## src/rtl/memb_ctrl_pkg.sv

```systemverilog
// Shared definitions for the memB feed sequencer: state encoding,
// default array geometry and the counter width helper.
package memb_ctrl_pkg;

  // Default geometry of the systolic datapath.
  localparam int MEMB_BITS_AB_DEF = 8;
  localparam int MEMB_DIM_DEF     = 8;

  // Sequencer states.
  typedef enum logic [1:0] {
    ST_IDLE  = 2'd0,
    ST_FEED  = 2'd1,
    ST_FLUSH = 2'd2
  } memb_state_e;

  // Row and flush counters both reach at most 2*dim-1, so this width
  // never wraps.
  function automatic int cnt_width(input int dim);
    return $clog2(2 * dim);
  endfunction

endpackage

```

## src/rtl/memb_feed_ctrl.sv

```systemverilog
// memB feed sequencer: accepts DIM B rows from an upstream source and
// shifts them into the skew buffer, then shifts 2*DIM-1 zero rows so
// every skewed column drains into the array. sa_ready stalls every step.
// Optional feature macro: MEMB_FEED_CTRL_PERF_EN adds the 16-bit
// saturating stall_cycles output.
module memb_feed_ctrl
  import memb_ctrl_pkg::*;
#(
  parameter int BITS_AB = MEMB_BITS_AB_DEF,
  parameter int DIM     = MEMB_DIM_DEF
) (
  input  logic                      clk,
  input  logic                      rst,
  input  logic                      start,
  input  logic                      row_valid,
  input  logic [DIM*BITS_AB-1:0]    row_data,
  output logic                      row_ready,
  input  logic                      sa_ready,
  output logic                      memb_en,
  output logic [DIM*BITS_AB-1:0]    memb_bin,
  output logic                      busy,
  output logic                      done
`ifdef MEMB_FEED_CTRL_PERF_EN
  ,
  output logic [15:0]               stall_cycles
`endif
);

  localparam int CW = cnt_width(DIM);

  localparam logic [1:0] S_IDLE  = ST_IDLE;
  localparam logic [1:0] S_FEED  = ST_FEED;
  localparam logic [1:0] S_FLUSH = ST_FLUSH;

  // Terminal counts: the transition happens on the last beat, so the
  // counters never need to roll over.
  localparam logic [CW-1:0] ROW_LAST   = CW'(DIM - 1);
  localparam logic [CW-1:0] FLUSH_LAST = CW'(2 * DIM - 2);

  logic [1:0]    r_state;
  logic [1:0]    w_state_next;
  logic [CW-1:0] r_row_cnt;
  logic [CW-1:0] w_row_cnt_next;
  logic [CW-1:0] r_flush_cnt;
  logic [CW-1:0] w_flush_cnt_next;
  logic          r_done;
  logic          w_done_next;

  logic          w_in_feed;
  logic          w_in_flush;
  logic          w_beat;
  logic          w_feed_beat;

  assign w_in_feed  = (r_state == S_FEED);
  assign w_in_flush = (r_state == S_FLUSH);

  // A beat advances memB by one row; FEED also needs a row from upstream.
  assign w_beat      = sa_ready & ((w_in_feed & row_valid) | w_in_flush);
  assign w_feed_beat = w_beat & w_in_feed;

  assign row_ready = w_in_feed & sa_ready;
  assign memb_en   = w_beat;
  assign busy      = w_in_feed | w_in_flush;
  assign done      = r_done;

  // Lane-wise data gate: upstream row on a FEED beat, zeros otherwise
  // (flush rows and idle cycles alike).
  for (genvar gi = 0; gi < DIM; gi++) begin : g_lane
    assign memb_bin[gi*BITS_AB +: BITS_AB] =
      w_feed_beat ? row_data[gi*BITS_AB +: BITS_AB] : '0;
  end

  // Next-state and counter decode for the IDLE -> FEED -> FLUSH sequence.
  always_comb begin
    w_state_next     = r_state;
    w_row_cnt_next   = r_row_cnt;
    w_flush_cnt_next = r_flush_cnt;
    w_done_next      = 1'b0;
    case (r_state)
      S_IDLE: begin
        if (start) begin
          w_state_next   = S_FEED;
          w_row_cnt_next = '0;
        end
      end
      S_FEED: begin
        if (w_beat) begin
          w_row_cnt_next = r_row_cnt + CW'(1);
          if (r_row_cnt == ROW_LAST) begin
            w_state_next     = S_FLUSH;
            w_flush_cnt_next = '0;
          end
        end
      end
      S_FLUSH: begin
        if (w_beat) begin
          w_flush_cnt_next = r_flush_cnt + CW'(1);
          if (r_flush_cnt == FLUSH_LAST) begin
            w_state_next = S_IDLE;
            w_done_next  = 1'b1;
          end
        end
      end
      default: begin
        w_state_next = S_IDLE;
      end
    endcase
  end

  // State, counters and the registered done pulse; reset abandons any
  // sequence in flight without issuing a flush.
  always_ff @(posedge clk) begin
    if (rst) begin
      r_state     <= S_IDLE;
      r_row_cnt   <= '0;
      r_flush_cnt <= '0;
      r_done      <= 1'b0;
    end else begin
      r_state     <= w_state_next;
      r_row_cnt   <= w_row_cnt_next;
      r_flush_cnt <= w_flush_cnt_next;
      r_done      <= w_done_next;
    end
  end

`ifdef MEMB_FEED_CTRL_PERF_EN
  logic [15:0] r_stall_cnt;

  // Count busy cycles that did not advance memB; cleared when a new
  // sequence is accepted, held after done, saturating at all ones.
  always_ff @(posedge clk) begin
    if (rst) begin
      r_stall_cnt <= '0;
    end else if ((r_state == S_IDLE) && start) begin
      r_stall_cnt <= '0;
    end else if (busy && !w_beat && (r_stall_cnt != 16'hFFFF)) begin
      r_stall_cnt <= r_stall_cnt + 16'd1;
    end
  end

  assign stall_cycles = r_stall_cnt;
`endif

endmodule

```

## config.mk

```make
export PLATFORM = sky130hd
export DESIGN_NAME = memb_feed_ctrl
export DESIGN_NICKNAME = d
export VERILOG_FILES = /design/src/rtl/memb_ctrl_pkg.sv /design/src/rtl/memb_feed_ctrl.sv
export SDC_FILE = /design/constraint.sdc
export NUM_CORES = 1
export LEC_CHECK = 0
export ABC_AREA = 1
export CAP_MARGIN = 20
export CORE_ASPECT_RATIO = 0.6
export CORE_MARGIN = 2
export CORE_UTILIZATION = 38
export CTS_BUF_LIST = sky130_fd_sc_hd__clkbuf_8
export DETAILED_ROUTE_END_ITERATION = 10
export HOLD_SLACK_MARGIN = 0.06
export PLACE_DENSITY = 0.95
export SLEW_MARGIN = 20
export SYNTH_ARGS = -nofsm -noshare
export SYNTH_HDL_FRONTEND = slang
export SYNTH_SLANG_ARGS = --single-unit
export TNS_END_PERCENT = 30
```

## constraint.sdc

```tcl
create_clock -name clk -period 3.1 [get_ports clk]
set_input_delay 0.775 -clock clk [delete_from_list [all_inputs] [get_ports clk]]
set_output_delay 0.775 -clock clk [all_outputs]
set_load 0.05 [all_outputs]
```

==> results.json <==
{
  "antenna_violating_nets_post_route": 0,
  "n_antenna_cell": 0,
  "grt_start_max_net_pins": 23,
  "yosysTopAreaCellShare": 0.376,
  "design.core.area_um2": 4560,
  "data_arrival_time_of_the_critical_path_ns": 2.27,
  "cts.htree.levels": 1,
  "dr.pass1.iters": 4,
  "ctsRootBufferMaster": "clkbuf_8",
  "yosysMostFrequentCell": "inv_1",
  "final_layout_size_suffix_gt1_frac": 0.392,
  "share_of_async_settable_or_async_resettable_flops_after_synthesis": 0,
  "wl_per_cell_um": 16.1,
  "period_minus_slack_ns": 3.04,
  "area_growth_from_synthesis_to_layout_pct": 120,
  "cp_data_required_time_ns": 2.32,
  "critPathKind": "in2out",
  "detailedPlace.worstSlack_ns": 0.0397,
  "final.setup_skew_ns": 0.00838,
  "synth_area_per_cell_um2": 7.39,
  "fillerInstances": 194,
  "critPathCaptureType": "output port",
  "maxCapViolCount": 0,
  "globalRoute.totalOverflow": 0,
  "seq_cells_post_synth": 11,
  "rows": 19,
  "cell_taking_the_most_area_after_synthesis": "nor2_4",
  "finalHoldViolations": 0,
  "finalCritPeriodShare": 0.981,
  "groute.usage.overall": 0.238,
  "maxSlewHeadroom": 0.657,
  "syn_area_um2": 1800,
  "path_max_fanout": 17,
  "synth_common_cells": "inv_1, nor2_4, nor2_1, nand2_1, dfxtp_1",
  "finalWirelength_um": 7300,
  "final_area_um2": 3960,
  "detail_route.vias_per_cell": 4.57,
  "maximum_frequency_from_static_timing_analysis_ghz": 0.329,
  "syn-instance-count": 243,
  "grt_pass1_wl_um": 10000,
  "pin_count": 137,
  "startpoint_of_the_lowest_slack_register_to_register_path": "r_state[1]",
  "via_count_of_the_first_global_routing_pass": 2051,
  "cts_made_buffers": 3,
  "worst_slack_ns": 0.0586,
  "ctsLongestPathBuffers": 2,
  "static_leak_nw": 1.76,
  "synth_nets": 319,
  "crit-reg2reg-capture": "r_flush_cnt[1]",
  "dpl.hpwl_um": 5670,
  "via_count": 2072,
  "dpl-instance-area_um2": 3840,
  "synthesis.yosys.warnings": 0,
  "timing.reg2reg.setup_slack_ns": 1.45,
  "reg2reg_depth": 9,
  "antenna_found_initial": 0,
  "place.gp.congestion": 0.855,
  "clock_insertion_delay_worst_skew_ns": 0.24,
  "final_net_count": 467,
  "cts_tree": "done",
  "worstMarginPinSlew_ns": 0.513,
  "yosysUniqueCellTypes": 21,
  "crit_start": "sa_ready",
  "hold_path_class": "reg2reg",
  "vdd_ir_drop_max_uv": 560,
  "synth-edff-count": 0,
  "category_of_the_worst_setup_path_launch_point": "input pin",
  "finalSetupViolCount": 0,
  "die_height_um": 57.2,
  "start_util": 0.393,
  "power.density_cell_area_nw_per_um2": 332,
  "timing_max_transition_violations_final": 0,
  "synth_sequential_area_ratio": 0.123,
  "die_footprint_um2": 5310,
  "die_width_um": 92.7,
  "synthFlopType": "dfxtp_1",
  "number_of_i_o_port_buffers": 136,
  "initialDrtViolationCount": 70,
  "finalPower_mw": 1.31,
  "outcome": "finished, final reports clean",
  "netlist_top_cells_area": "nor2_4, inv_1, dfxtp_1",
  "cts.clk_slew.worst_paths_ns": 0.05,
  "post-route-drc-count": 0,
  "cts.sink_count": 11,
  "setup.worst_path.end": "memb_bin[8]"
}
-- placed cells by master (no fill, tap or decap), types with 7 or more instances in the layout --
| master | Yosys | routed |
|---|---|---|
| nor2_4 | 60 | 60 |
| dfxtp_1 | 11 | 11 |
| buf_12 | 6 | 66 |
| buf_4 | 0 | 11 |
| clkdlybuf4s50_1 | 0 | 70 |
| ha_1 | 7 | 7 |
| nand2_1 | 20 | 20 |
| inv_1 | 81 | 82 |
| nor2_1 | 24 | 24 |
-- power by group --
part           switching (mW)  total (mW)  internal, mW  leakage (nW)
Combinational           0.563       0.965         0.402          1.65
Sequential             0.0306       0.205         0.175        0.0899
Clock                  0.0545       0.141        0.0870        0.0269
Total                   0.648        1.31         0.664          1.76
-- registers in the layout, indices dropped and copies added, names as in the netlist --
register,flops
done,1
r_flush_cnt,4
r_row_cnt,4
r_state,2
-- layout make-up --
class	instances	area (um2)	area share
Timing Repair Buffer	150	2170	0.548
Clock buffer	3	41.3	0.0104
Tap cell	63	78.8	0.0199
Multi-Input combinational cell	142	1130	0.286
Clock inverter	1	3.75	0.000949
Inverter	83	312	0.0787
Sequential cell	11	220	0.0557
-- per-stage QoR --
step / utilization / cells / TNS [ns] / hold WS (ns)
6_report: 0.867 / 453 / 0 / 0.506
5_1_grt: 0.867 / 453 / -0.0210 / 0.543
4_1_cts: 0.852 / 448 / 0 / 0.515
3_5_place_dp: 0.842 / 444 / 0 / 0.509
2_1_floorplan: - / 243 / 0 / 0.474
3_3_place_gp: 0.842 / 444 / 0 / 0.494
-- metal layers --
layer / vias up / share of wire / global-route usage
li1: 976 / - / -
met1: 982 / 0.35 / 0.232
met2: 95 / 0.56 / 0.502
met3: 19 / 0.060 / 0.0528
met4: 0 / 0.028 / 0.0735
met5: - / 0 / 0
-- cell families after synthesis --
group | Yosys count | synth area share
AND/OR/NAND/NOR | 119 | 0.532
flip-flops | 11 | 0.123
adder cells (fa/ha/maj) | 7 | 0.0488
buffers and inverters | 90 | 0.247
AO/OA/AOI/OAI | 16 | 0.0502
-- worst max-delay path, stage by stage --
cell	delay (ns)
clkdlybuf4s50_1	0.51
nand2_2	0.07
inv_2	0.07
nand2_4	0.07
nand2_4	0.11
nand2_8	0.14
buf_4	0.24
nor2_4	0.13
buf_12	0.15
-- how the worst min path moves through the flow --
stage | endpoint | startpoint | cells past startpoint | slack, ns
after global placement | r_state[1] | r_state[1] | 2 | 0.49
final | r_state[1] | r_state[1] | 2 | 0.51
after CTS | r_state[1] | r_state[1] | 2 | 0.52
after detailed placement | r_state[1] | r_state[1] | 2 | 0.51
after global routing | r_state[1] | r_state[1] | 2 | 0.54
after floorplan | done | r_flush_cnt[3] | 2 | 0.47
-- timing repair --
item	CTS	global route
setup buffers	0	4
endpoints found under the setup margin	0	30
hold buffers	0	0
resized for setup	0	2
Note: power is estimated with default switching activity, not from simulation.
